**config.mk**
```make
export PLATFORM = sky130hd
export DESIGN_NAME = issue_queue_flat
export DESIGN_NICKNAME = d
export VERILOG_FILES = /design/src/rtl/issue_queue_if.sv /design/src/rtl/issue_queue.sv /design/src/flat_wrapper.sv
export SDC_FILE = /design/constraint.sdc
export NUM_CORES = 2
export LEC_CHECK = 0
export ABC_AREA = 1
export CAP_MARGIN = 20
export CELL_PAD_IN_SITES_DETAIL_PLACEMENT = 1
export CELL_PAD_IN_SITES_GLOBAL_PLACEMENT = 2
export CORE_MARGIN = 1
export CORE_UTILIZATION = 40
export CTS_CLUSTER_SIZE = 24
export DETAILED_ROUTE_END_ITERATION = 10
export PLACE_DENSITY_LB_ADDON = 0.1
export SLEW_MARGIN = 10
export SYNTH_ARGS = -nofsm -noshare
export SYNTH_HDL_FRONTEND = slang
export SYNTH_SLANG_ARGS = --single-unit
```
**constraint.sdc**
```tcl
create_clock -name clk -period 19.65 [get_ports clk]
set_input_delay 3.93 -clock clk [delete_from_list [all_inputs] [get_ports clk]]
set_output_delay 3.93 -clock clk [all_outputs]
set_load 0.005 [all_outputs]
```
**src/rtl/issue_queue_if.sv**
```systemverilog
// rtl/issue_queue_if.sv - insert, wakeup, issue and flush signals of the issue queue
interface issue_queue_if #(
  parameter int DEPTH     = 8,
  parameter int PREG_W    = 6,
  parameter int PAYLOAD_W = 64
);
  localparam int CW = $clog2(DEPTH) + 1;

  logic                 in_valid;
  logic                 in_ready;
  logic [PAYLOAD_W-1:0] in_payload;
  logic [PREG_W-1:0]    in_prs1;
  logic [PREG_W-1:0]    in_prs2;
  logic                 in_src1_wait;
  logic                 in_src2_wait;
  logic [PREG_W-1:0]    in_prd;
  logic                 in_rd_valid;
  logic                 wb_valid;
  logic [PREG_W-1:0]    wb_prd;
  logic                 iss_valid;
  logic                 iss_ready;
  logic [PAYLOAD_W-1:0] iss_payload;
  logic [PREG_W-1:0]    iss_prd;
  logic                 iss_rd_valid;
  logic                 squash_i;
  logic [CW-1:0]        count_o;

  modport master (
    output in_valid, in_payload, in_prs1, in_prs2, in_src1_wait, in_src2_wait,
           in_prd, in_rd_valid, wb_valid, wb_prd, iss_ready, squash_i,
    input  in_ready, iss_valid, iss_payload, iss_prd, iss_rd_valid, count_o
  );

  modport slave (
    input  in_valid, in_payload, in_prs1, in_prs2, in_src1_wait, in_src2_wait,
           in_prd, in_rd_valid, wb_valid, wb_prd, iss_ready, squash_i,
    output in_ready, iss_valid, iss_payload, iss_prd, iss_rd_valid, count_o
  );
endinterface

```
**src/rtl/issue_queue.sv**
```systemverilog
// rtl/issue_queue.sv - collapsing in-order-age issue queue with busy-table wakeup
// Index 0 is the oldest entry; an entry is valid when its index is below the count.
module issue_queue #(
  parameter int DEPTH     = 8,
  parameter int PREG_W    = 6,
  parameter int PAYLOAD_W = 64
) (
  input  logic            clk,
  input  logic            rstn,
  issue_queue_if.slave    bus
);
  localparam int IW      = $clog2(DEPTH);
  localparam int CW      = IW + 1;
  localparam int PRFSIZE = 2 ** PREG_W;

  logic [PAYLOAD_W-1:0] pay_q  [DEPTH];
  logic [PAYLOAD_W-1:0] pay_n  [DEPTH];
  logic [PREG_W-1:0]    prs1_q [DEPTH];
  logic [PREG_W-1:0]    prs1_n [DEPTH];
  logic [PREG_W-1:0]    prs2_q [DEPTH];
  logic [PREG_W-1:0]    prs2_n [DEPTH];
  logic [PREG_W-1:0]    prd_q  [DEPTH];
  logic [PREG_W-1:0]    prd_n  [DEPTH];
  logic [DEPTH-1:0]     rdy1_q, rdy1_n, rdy2_q, rdy2_n, rdv_q, rdv_n;
  logic [DEPTH-1:0]     woke1, woke2;
  logic [CW-1:0]        cnt_q, cnt_n, ins_pos;
  logic [PRFSIZE-1:0]   busy_q, busy_n;
  logic [IW-1:0]        sel;
  logic                 found, in_rdy, iss_vld, ins, fire, ins_rdy1, ins_rdy2;

  assign in_rdy  = rstn && (cnt_q < CW'(DEPTH)) && !bus.squash_i;
  assign iss_vld = found && !bus.squash_i;
  assign ins     = bus.in_valid && in_rdy;
  assign fire    = iss_vld && bus.iss_ready;
  assign ins_pos = cnt_q - CW'(fire);

  assign bus.in_ready     = in_rdy;
  assign bus.iss_valid    = iss_vld;
  assign bus.iss_payload  = pay_q[sel];
  assign bus.iss_prd      = prd_q[sel];
  assign bus.iss_rd_valid = rdv_q[sel];
  assign bus.count_o      = cnt_q;

  // Descending scan so the lowest ready index wins.
  always_comb begin
    found = 1'b0;
    sel   = '0;
    for (int i = DEPTH - 1; i >= 0; i--) begin
      if ((CW'(i) < cnt_q) && rdy1_q[i] && rdy2_q[i]) begin
        found = 1'b1;
        sel   = IW'(i);
      end
    end
  end

  // A source matching the current writeback counts as ready at insert.
  assign ins_rdy1 = !bus.in_src1_wait || !busy_q[bus.in_prs1] ||
                    (bus.wb_valid && (bus.wb_prd == bus.in_prs1));
  assign ins_rdy2 = !bus.in_src2_wait || !busy_q[bus.in_prs2] ||
                    (bus.wb_valid && (bus.wb_prd == bus.in_prs2));

  always_comb begin
    for (int i = 0; i < DEPTH; i++) begin
      woke1[i] = rdy1_q[i] | (bus.wb_valid && (prs1_q[i] == bus.wb_prd));
      woke2[i] = rdy2_q[i] | (bus.wb_valid && (prs2_q[i] == bus.wb_prd));
    end
    for (int i = 0; i < DEPTH; i++) begin
      logic [IW-1:0] src;
      src = IW'(i);
      if (fire && (IW'(i) >= sel) && (i < DEPTH - 1)) src = IW'(i + 1);
      pay_n[i]  = pay_q[src];
      prs1_n[i] = prs1_q[src];
      prs2_n[i] = prs2_q[src];
      prd_n[i]  = prd_q[src];
      rdy1_n[i] = woke1[src];
      rdy2_n[i] = woke2[src];
      rdv_n[i]  = rdv_q[src];
      if (ins && (ins_pos == CW'(i))) begin
        pay_n[i]  = bus.in_payload;
        prs1_n[i] = bus.in_prs1;
        prs2_n[i] = bus.in_prs2;
        prd_n[i]  = bus.in_prd;
        rdy1_n[i] = ins_rdy1;
        rdy2_n[i] = ins_rdy2;
        rdv_n[i]  = bus.in_rd_valid;
      end
    end
  end

  // Clear before set so a same-cycle allocate of the written-back preg wins.
  always_comb begin
    busy_n = busy_q;
    if (bus.wb_valid) busy_n[bus.wb_prd] = 1'b0;
    if (ins && bus.in_rd_valid) busy_n[bus.in_prd] = 1'b1;
    cnt_n = cnt_q + CW'(ins) - CW'(fire);
  end

  always_ff @(posedge clk or negedge rstn) begin
    if (!rstn) begin
      cnt_q  <= '0;
      busy_q <= '0;
    end else if (bus.squash_i) begin
      cnt_q  <= '0;
      busy_q <= '0;
    end else begin
      cnt_q  <= cnt_n;
      busy_q <= busy_n;
    end
  end

  always_ff @(posedge clk) begin
    for (int i = 0; i < DEPTH; i++) begin
      pay_q[i]  <= pay_n[i];
      prs1_q[i] <= prs1_n[i];
      prs2_q[i] <= prs2_n[i];
      prd_q[i]  <= prd_n[i];
    end
    rdy1_q <= rdy1_n;
    rdy2_q <= rdy2_n;
    rdv_q  <= rdv_n;
  end
endmodule

```
**src/flat_wrapper.sv**
```systemverilog
// flat-port wrapper written by rule: the top's interface ports become plain ports
module issue_queue_flat 
#(
  parameter int DEPTH     = 8,
  parameter int PREG_W    = 6,
  parameter int PAYLOAD_W = 64
)
  (clk, rstn, bus_in_valid, bus_in_payload, bus_in_prs1, bus_in_prs2, bus_in_src1_wait, bus_in_src2_wait, bus_in_prd, bus_in_rd_valid, bus_wb_valid, bus_wb_prd, bus_iss_ready, bus_squash_i, bus_in_ready, bus_iss_valid, bus_iss_payload, bus_iss_prd, bus_iss_rd_valid, bus_count_o);
  issue_queue_if #(.DEPTH(DEPTH), .PREG_W(PREG_W), .PAYLOAD_W(PAYLOAD_W)) bus_i ();
  input  logic clk;
  input  logic rstn;
  input wire logic [$bits(bus_i.in_valid)-1:0] bus_in_valid;
  input wire logic [$bits(bus_i.in_payload)-1:0] bus_in_payload;
  input wire logic [$bits(bus_i.in_prs1)-1:0] bus_in_prs1;
  input wire logic [$bits(bus_i.in_prs2)-1:0] bus_in_prs2;
  input wire logic [$bits(bus_i.in_src1_wait)-1:0] bus_in_src1_wait;
  input wire logic [$bits(bus_i.in_src2_wait)-1:0] bus_in_src2_wait;
  input wire logic [$bits(bus_i.in_prd)-1:0] bus_in_prd;
  input wire logic [$bits(bus_i.in_rd_valid)-1:0] bus_in_rd_valid;
  input wire logic [$bits(bus_i.wb_valid)-1:0] bus_wb_valid;
  input wire logic [$bits(bus_i.wb_prd)-1:0] bus_wb_prd;
  input wire logic [$bits(bus_i.iss_ready)-1:0] bus_iss_ready;
  input wire logic [$bits(bus_i.squash_i)-1:0] bus_squash_i;
  output wire logic [$bits(bus_i.in_ready)-1:0] bus_in_ready;
  output wire logic [$bits(bus_i.iss_valid)-1:0] bus_iss_valid;
  output wire logic [$bits(bus_i.iss_payload)-1:0] bus_iss_payload;
  output wire logic [$bits(bus_i.iss_prd)-1:0] bus_iss_prd;
  output wire logic [$bits(bus_i.iss_rd_valid)-1:0] bus_iss_rd_valid;
  output wire logic [$bits(bus_i.count_o)-1:0] bus_count_o;
  assign bus_i.in_valid = bus_in_valid;
  assign bus_i.in_payload = bus_in_payload;
  assign bus_i.in_prs1 = bus_in_prs1;
  assign bus_i.in_prs2 = bus_in_prs2;
  assign bus_i.in_src1_wait = bus_in_src1_wait;
  assign bus_i.in_src2_wait = bus_in_src2_wait;
  assign bus_i.in_prd = bus_in_prd;
  assign bus_i.in_rd_valid = bus_in_rd_valid;
  assign bus_i.wb_valid = bus_wb_valid;
  assign bus_i.wb_prd = bus_wb_prd;
  assign bus_i.iss_ready = bus_iss_ready;
  assign bus_i.squash_i = bus_squash_i;
  assign bus_in_ready = bus_i.in_ready;
  assign bus_iss_valid = bus_i.iss_valid;
  assign bus_iss_payload = bus_i.iss_payload;
  assign bus_iss_prd = bus_i.iss_prd;
  assign bus_iss_rd_valid = bus_i.iss_rd_valid;
  assign bus_count_o = bus_i.count_o;
  issue_queue #(.DEPTH(DEPTH), .PREG_W(PREG_W), .PAYLOAD_W(PAYLOAD_W)) u_core (.clk(clk), .rstn(rstn), .bus(bus_i));
endmodule
```
=== Word level (Yosys, flattened, before mapping) ===
Memory sizes are Yosys's and may differ from the RTL's.
Index checks and enable logic that the tools add are counted.

* Add/sub/neg operators: 3
* Multipliers: 0
* Divide/modulo/power cells: 0
* Order comparisons: 30
* Eq/ne operators: 26
* Shift operators: 0
* Muxes and demuxes: 134
* Bitwise gates (word level): 19
* Reduce and logical (&&, ||, !) cells: 67

{| class="wikitable"
|+ Operator list
! operator !! number
|-
| 64-bit 2-to-1 mux || 11
|-
| 6-bit 2-to-1 mux || 24
|-
| 6-bit equality test || 18
|-
| 1-bit binary-select mux with 3-bit select || 22
|-
| 64-bit bitwise AND || 1
|-
| 64-bit inverter || 1
|-
| 64-bit OR || 1
|-
| 1-bit 2-to-1 mux || 61
|-
| 1-bit logical AND || 57
|-
| 6-bit by 7-bit less-than comparator with 1-bit output (second input constant) || 4
|-
| 3-bit 2-to-1 mux || 9
|-
| 3-bit by 4-bit less-than comparator with 1-bit output (second input constant) || 5
|-
| 4-bit by 3-bit equality test with 1-bit output (second input constant) || 4
|-
| 3-bit by 4-bit less-than comparator with 1-bit output (first input constant) || 4
|-
| 1-bit OR || 16
|-
| 1-bit binary-select mux with 6-bit select || 2
|-
| 1-bit demux with 6-bit select || 2
|-
| 6-bit by 1-bit greater-or-equal comparator with 1-bit output (second input constant) || 2
|-
| 3-bit greater-or-equal comparator (first input constant) || 3
|-
| 4-bit by 2-bit equality test with 1-bit output (second input constant) || 2
|-
| 1-bit by 4-bit less-than comparator with 1-bit output (first input constant) || 2
|-
| 2-bit by 4-bit less-than comparator with 1-bit output (first input constant) || 2
|-
| 2-bit by 4-bit less-than comparator with 1-bit output (second input constant) || 2
|-
| 4-bit by 1-bit subtractor with 4-bit output || 2
|-
| 12 further kinds || 22
|}

* Flip-flop bits (word level): 92
* Latch bits: 0
* Memory bits (writable): 656
* Memory bits (read-only): 0
* Bits of input ports: 97
* Output and inout bits: 77
* Logic and storage cells: 289
* Memories: 4

{| class="wikitable"
|+ Memory list
! memory !! depth !! bits a word !! read ports !! clocked after Yosys merged registers in !! write ports !! RTL line !! source
|-
| u_core.pay_q || 8 || 64 || 8 || 0 || 8 || issue_queue.sv:16 || <nowiki>logic [PAYLOAD_W-1:0] pay_q [DEPTH];</nowiki>
|-
| u_core.prd_q || 8 || 6 || 8 || 0 || 8 || issue_queue.sv:22 || <nowiki>logic [PREG_W-1:0] prd_q [DEPTH];</nowiki>
|-
| u_core.prs1_q || 8 || 6 || 15 || 0 || 8 || issue_queue.sv:18 || <nowiki>logic [PREG_W-1:0] prs1_q [DEPTH];</nowiki>
|-
| u_core.prs2_q || 8 || 6 || 15 || 0 || 8 || issue_queue.sv:20 || <nowiki>logic [PREG_W-1:0] prs2_q [DEPTH];</nowiki>
|}

=== Logic depth before layout (Yosys ltp) ===
* Word-level depth: 18
* Gate-level depth with buffers: 20
* Mapped depth without buffers: 18

=== Worst setup path after synthesis ===
OpenSTA, ideal clock, no wires.

* Path type: input to register
* Start point: input port bus_squash_i
* End point: memory u_core.pay_q[0][0] (enable)
* Library setup time: 639 ps
* Data arrival time: 10331 ps
* Data required time: 19011 ps
* Slack: 8680 ps
* Cell stages on the path: 6
* Buffers on the path: 1
* Cell sequence: buf_2 > inv_1 > nand3_2 > nor2_1 > nand2_1 > o21ai_0

{| class="wikitable"
|+ RTL lines
! item !! RTL line !! source
|-
| start: declaration || flat_wrapper.sv:23 || <nowiki>input wire logic [$bits(bus_i.squash_i)-1:0] bus_squash_i;</nowiki>
|-
| end: declaration || issue_queue.sv:16 ||
|}

=== Worst setup path after layout ===
* Start point: register u_core.cnt_q[2] (netlist: u_core.bus.count_o[2])
* End point: output port bus_iss_payload[45]

* Cells in the longest elaborated chain, start to end: 12
* Elaborated cells between the ends (all ways): 33
* Those cells by class: 8 x order compare; 8 x mux; 16 x reduce/logical; 1 x memory

{| class="wikitable"
|+ Ends and longest elaborated chain
! item !! RTL line !! source
|-
| start: declaration || issue_queue.sv:26 || <nowiki>logic [CW-1:0] cnt_q, cnt_n, ins_pos;</nowiki>
|-
| start signal: assignment || issue_queue.sv:106 || <nowiki>cnt_q <= cnt_n;</nowiki>
|-
| 3-bit by 4-bit less-than comparator with 1-bit output || issue_queue.sv:49 || <nowiki>if ((CW'(i) < cnt_q) && rdy1_q[i] && rdy2_q[i]) begin</nowiki>
|-
| 1-bit logical AND (2 in series) || issue_queue.sv:49 ||
|-
| 3-bit 2-to-1 mux (7 in series) || issue_queue.sv:49 ||
|-
| 3-bit 2-to-1 mux * || issue_queue.sv:49 ||
|-
| memory 8 x 64 bit * || -- ||
|-
| end: declaration || flat_wrapper.sv:26 || <nowiki>output wire logic [$bits(bus_i.iss_payload)-1:0] bus_iss_payload;</nowiki>
|}

Mark *: on every way between the ends. The rest lies on a longest branch, timed or not.

==> impl_results.md <==
* Leakage power at 0.0198 uW
* Commonest cells post-synth: nand2_1, inv_1, nand3_1
* Area growth, synth to finish at 12.4%
* Total gr overflow at 0
* DRT antenna net count at 0
* Cell taking the most area after synthesis: edfxtp_1
* Total die area at 109000 um2
* R2r startpoint: u_core.bus.count_o[2]
* FILL cells at 12900
* Slew margin rel. at -11.0%
* Syn_nets at 5569
* Sink Count at 748
* Post-synth EDFFs at 664
* Post-Synthesis Cells at 5461
* Tot GR Track Use at 30.4%
* WP data arrival at 6.26 ns
* CTS tree: built
* Most numerous cell in the Yosys netlist: nand2_1
* Pwr/cell area at 196 nW/um2
* Post-CTS Setup Bufs at 0
* Average routed wire per standard cell at 24.3 um
* Run status: finished, violations left
* #FFs+latches synth at 748
* # rows at 120
* Syn_area_per_cell at 7.90 um2
* Hold WC Path Type: reg -> reg
* Ranking of synthesized cells by area: edfxtp_1, nand2_1, nand3_1, o21ai_0, inv_1
* Tmin final at 10.19 ns
* Number of distinct library cells after synthesis at 46
* Psw at 4410 uW
* WP data required at 15.72 ns
* Final hold vios at 0
* DRC viols at 0
* Crit path max fanout at 58
* Combinational share of power at 54.1%
* Hold Crit Start: u_core.busy_q[23]
* Fin crit share at 51.9%
* Reg2Reg Depth at 15
* Syn. warnings at 0
* Share of cells above drive strength 1 at 4.36%
* Cts hold-fix bufs at 0
* Setup TNS at 0 ns
* Clock share of power at 17.3%
* Layout Cells excl Fill at 6886
* Final wirelength at 167000 um
* Vias per cell at 5.69
* Core Util, Final at 45.3%
* Max Clock Freq at 0.0981 GHz
* Clk root buf: clkbuf_16
* Critical Path Start Type: register
* Peak supply drop at 0.178 mV
* Hold Path Stages at 2
* Clk_skew at 0.0230 ns
* First-pass GRT wire length at 250000 um
* Async SR Flop Fraction at 9.09%
* Crit path kind: reg -> out
* Sw frac at 46.3%
* Largest net degree at the start of global routing at 199
* Ant diodes at 0
* Post_cts resized at 0
* R2r setup slk at 12.90 ns
* Max Cap Viol at 0
* Critical Path End Type: primary output
* Chip width at 330 um
* Sequential share of the synthesized area at 50.9%
* Final slew viol count at 115
* Clock buffer count from CTS at 90
* Worst-margin pin slew at 1.66 ns
* Port buffer count at 173
* Internal at 5100 uW
* IO Count at 174
* Final setup fails at 0
* Netlist Area Pre-Place at 43200 um2
* Detailed Route Iter0 Violations at 3415
* DP HPWL at 96700 um
* Register share of total power at 28.5%
* Antenna violations before repair at 3
* Chip height at 330 um
* Top FF cell, synth: edfxtp_1
* Synth top area share at 46.2%
* Clk_lat worst skew at 0.68 ns
* Vias in the first global route at 39700
* Min Hold Slack at 0.559 ns
* Via count at 39200
* Reg2Reg Capture Point: u_core.pay_q[1][11]
* Drt pass-1 iters at 5
* Clock buffer depth at 3
* Unrepaired setup endpoints after global routing: false
* Gpl congestion at 0.868
* Core area at 107000 um2
* Hold Path Sink: u_core.busy_q[23]
* Post-Place Cells at 6721
* Starting Density at 40.3%
* Clock slew at reported path FFs at 0.06 ns
* Violations in the final reports: max-slew violations
* H-tree depth at 3
* Nets at 5519
==> critical path, stage by stage (launching register included) <==
cell and delay [ns]:
dfrtp_1 0.43, inv_1 0.15, ha_1 0.28, nand3_1 0.17
nand3_4 0.34, nand2_2 0.15, a21oi_4 0.33, buf_4 0.72
inv_4 0.49, nor2_4 0.50, buf_4 0.79, nand3_1 0.16
nand2_1 0.12, inv_1 0.04, nand2_1 0.13, clkdlybuf4s50_1 0.52
==> how the worst max path moves through the flow <==
stage	startpoint	cells after the start	slack [ns]	endpoint
2_1_floorplan	bus_squash_i	6	8.68	u_core.pay_q[0][0]
3_3_place_gp	u_core.bus.count_o[2]	15	10.31	bus_iss_payload[45]
3_5_place_dp	u_core.bus.count_o[2]	15	10.20	bus_iss_payload[45]
4_1_cts	u_core.bus.count_o[2]	15	9.45	bus_iss_payload[45]
5_1_grt	u_core.bus.count_o[2]	15	9.16	bus_iss_payload[45]
6_report	u_core.bus.count_o[2]	15	9.46	bus_iss_payload[45]
==> final cells by class <==
type / count / area [um2] / area share, %
Clock inverter: 40 / 282 / 0.580
Sequential cell: 748 / 22000 / 45.3
Inverter: 808 / 3050 / 6.28
Tap cell: 1403 / 1760 / 3.62
Multi-Input combinational cell: 3520 / 16700 / 34.4
Timing Repair Buffer: 243 / 2280 / 4.71
Clock buffer: 124 / 2510 / 5.17
==> kinds of logic (layout without fill, tap and decap cells) <==
group / count (synthesis) / after routing / share of synthesized area, %
buffers and inverters: 1193 / 1215 / 10.9
XOR/XNOR: 37 / 37 / 0.751
AND/OR/NAND/NOR: 2420 / 2420 / 23.6
AO/OA/AOI/OAI: 1052 / 1052 / 13.5
adder cells (fa/ha/maj): 11 / 11 / 0.336
flip-flops: 748 / 748 / 50.9
==> layer usage <==
layer / global-route usage [%] / part of all wire, % / wire length [um] / vias to the layer above
met2: 48.4 / 45 / 75900 / 1225
met5: 0.304 / 0.039 / 65 / -
met1: 42.2 / 45 / 75800 / 19600
met3: 5.20 / 6.3 / 10500 / 268
met4: 8.80 / 2.9 / 4770 / 6
li1: - / - / - / 18100
==> registers in the layout, indices dropped and copies added, names as in the netlist <==
register	count
u_core.rdy1_q	8
u_core.prs1_q	48
u_core.prs2_q	48
u_core.rdy2_q	8
u_core.pay_q	512
u_core.busy_q	64
u_core.rdv_q	8
u_core.prd_q	48
u_core.bus.count_o	4
==> cell usage in the layout (no fill, tap or decap), types with 95 or more instances in the layout <==
cell / n
nand2_1: 1482
inv_1: 793
nand3_1: 720
edfxtp_1: 664
o21ai_0: 648
clkdlybuf4s50_1: 169
o211ai_1: 153
nor2_1: 131
a21oi_1: 107
clkbuf_16: 95
==> power by group through the flow <==
stage	Clock, uW	Sequential [uW]	Combinational, uW
3_5_place_dp	0	2730	5120
2_1_floorplan	0	2710	2970
3_3_place_gp	0	2720	5070
6_report	1650	2710	5150
5_1_grt	1720	2760	5670
4_1_cts	1670	2710	5140
==> per-stage QoR <==
step / power, uW / cell area (um2) / worst slack, ns
after floorplan: 5670 / 43200 / 8.68
after global placement: 7790 / 45700 / 10.31
after detailed placement: 7850 / 45700 / 10.20
after CTS: 9520 / 48500 / 9.45
after global routing: 10100 / 48500 / 9.16
final: 9510 / 48500 / 9.46
(Power assumes the default switching activity.)
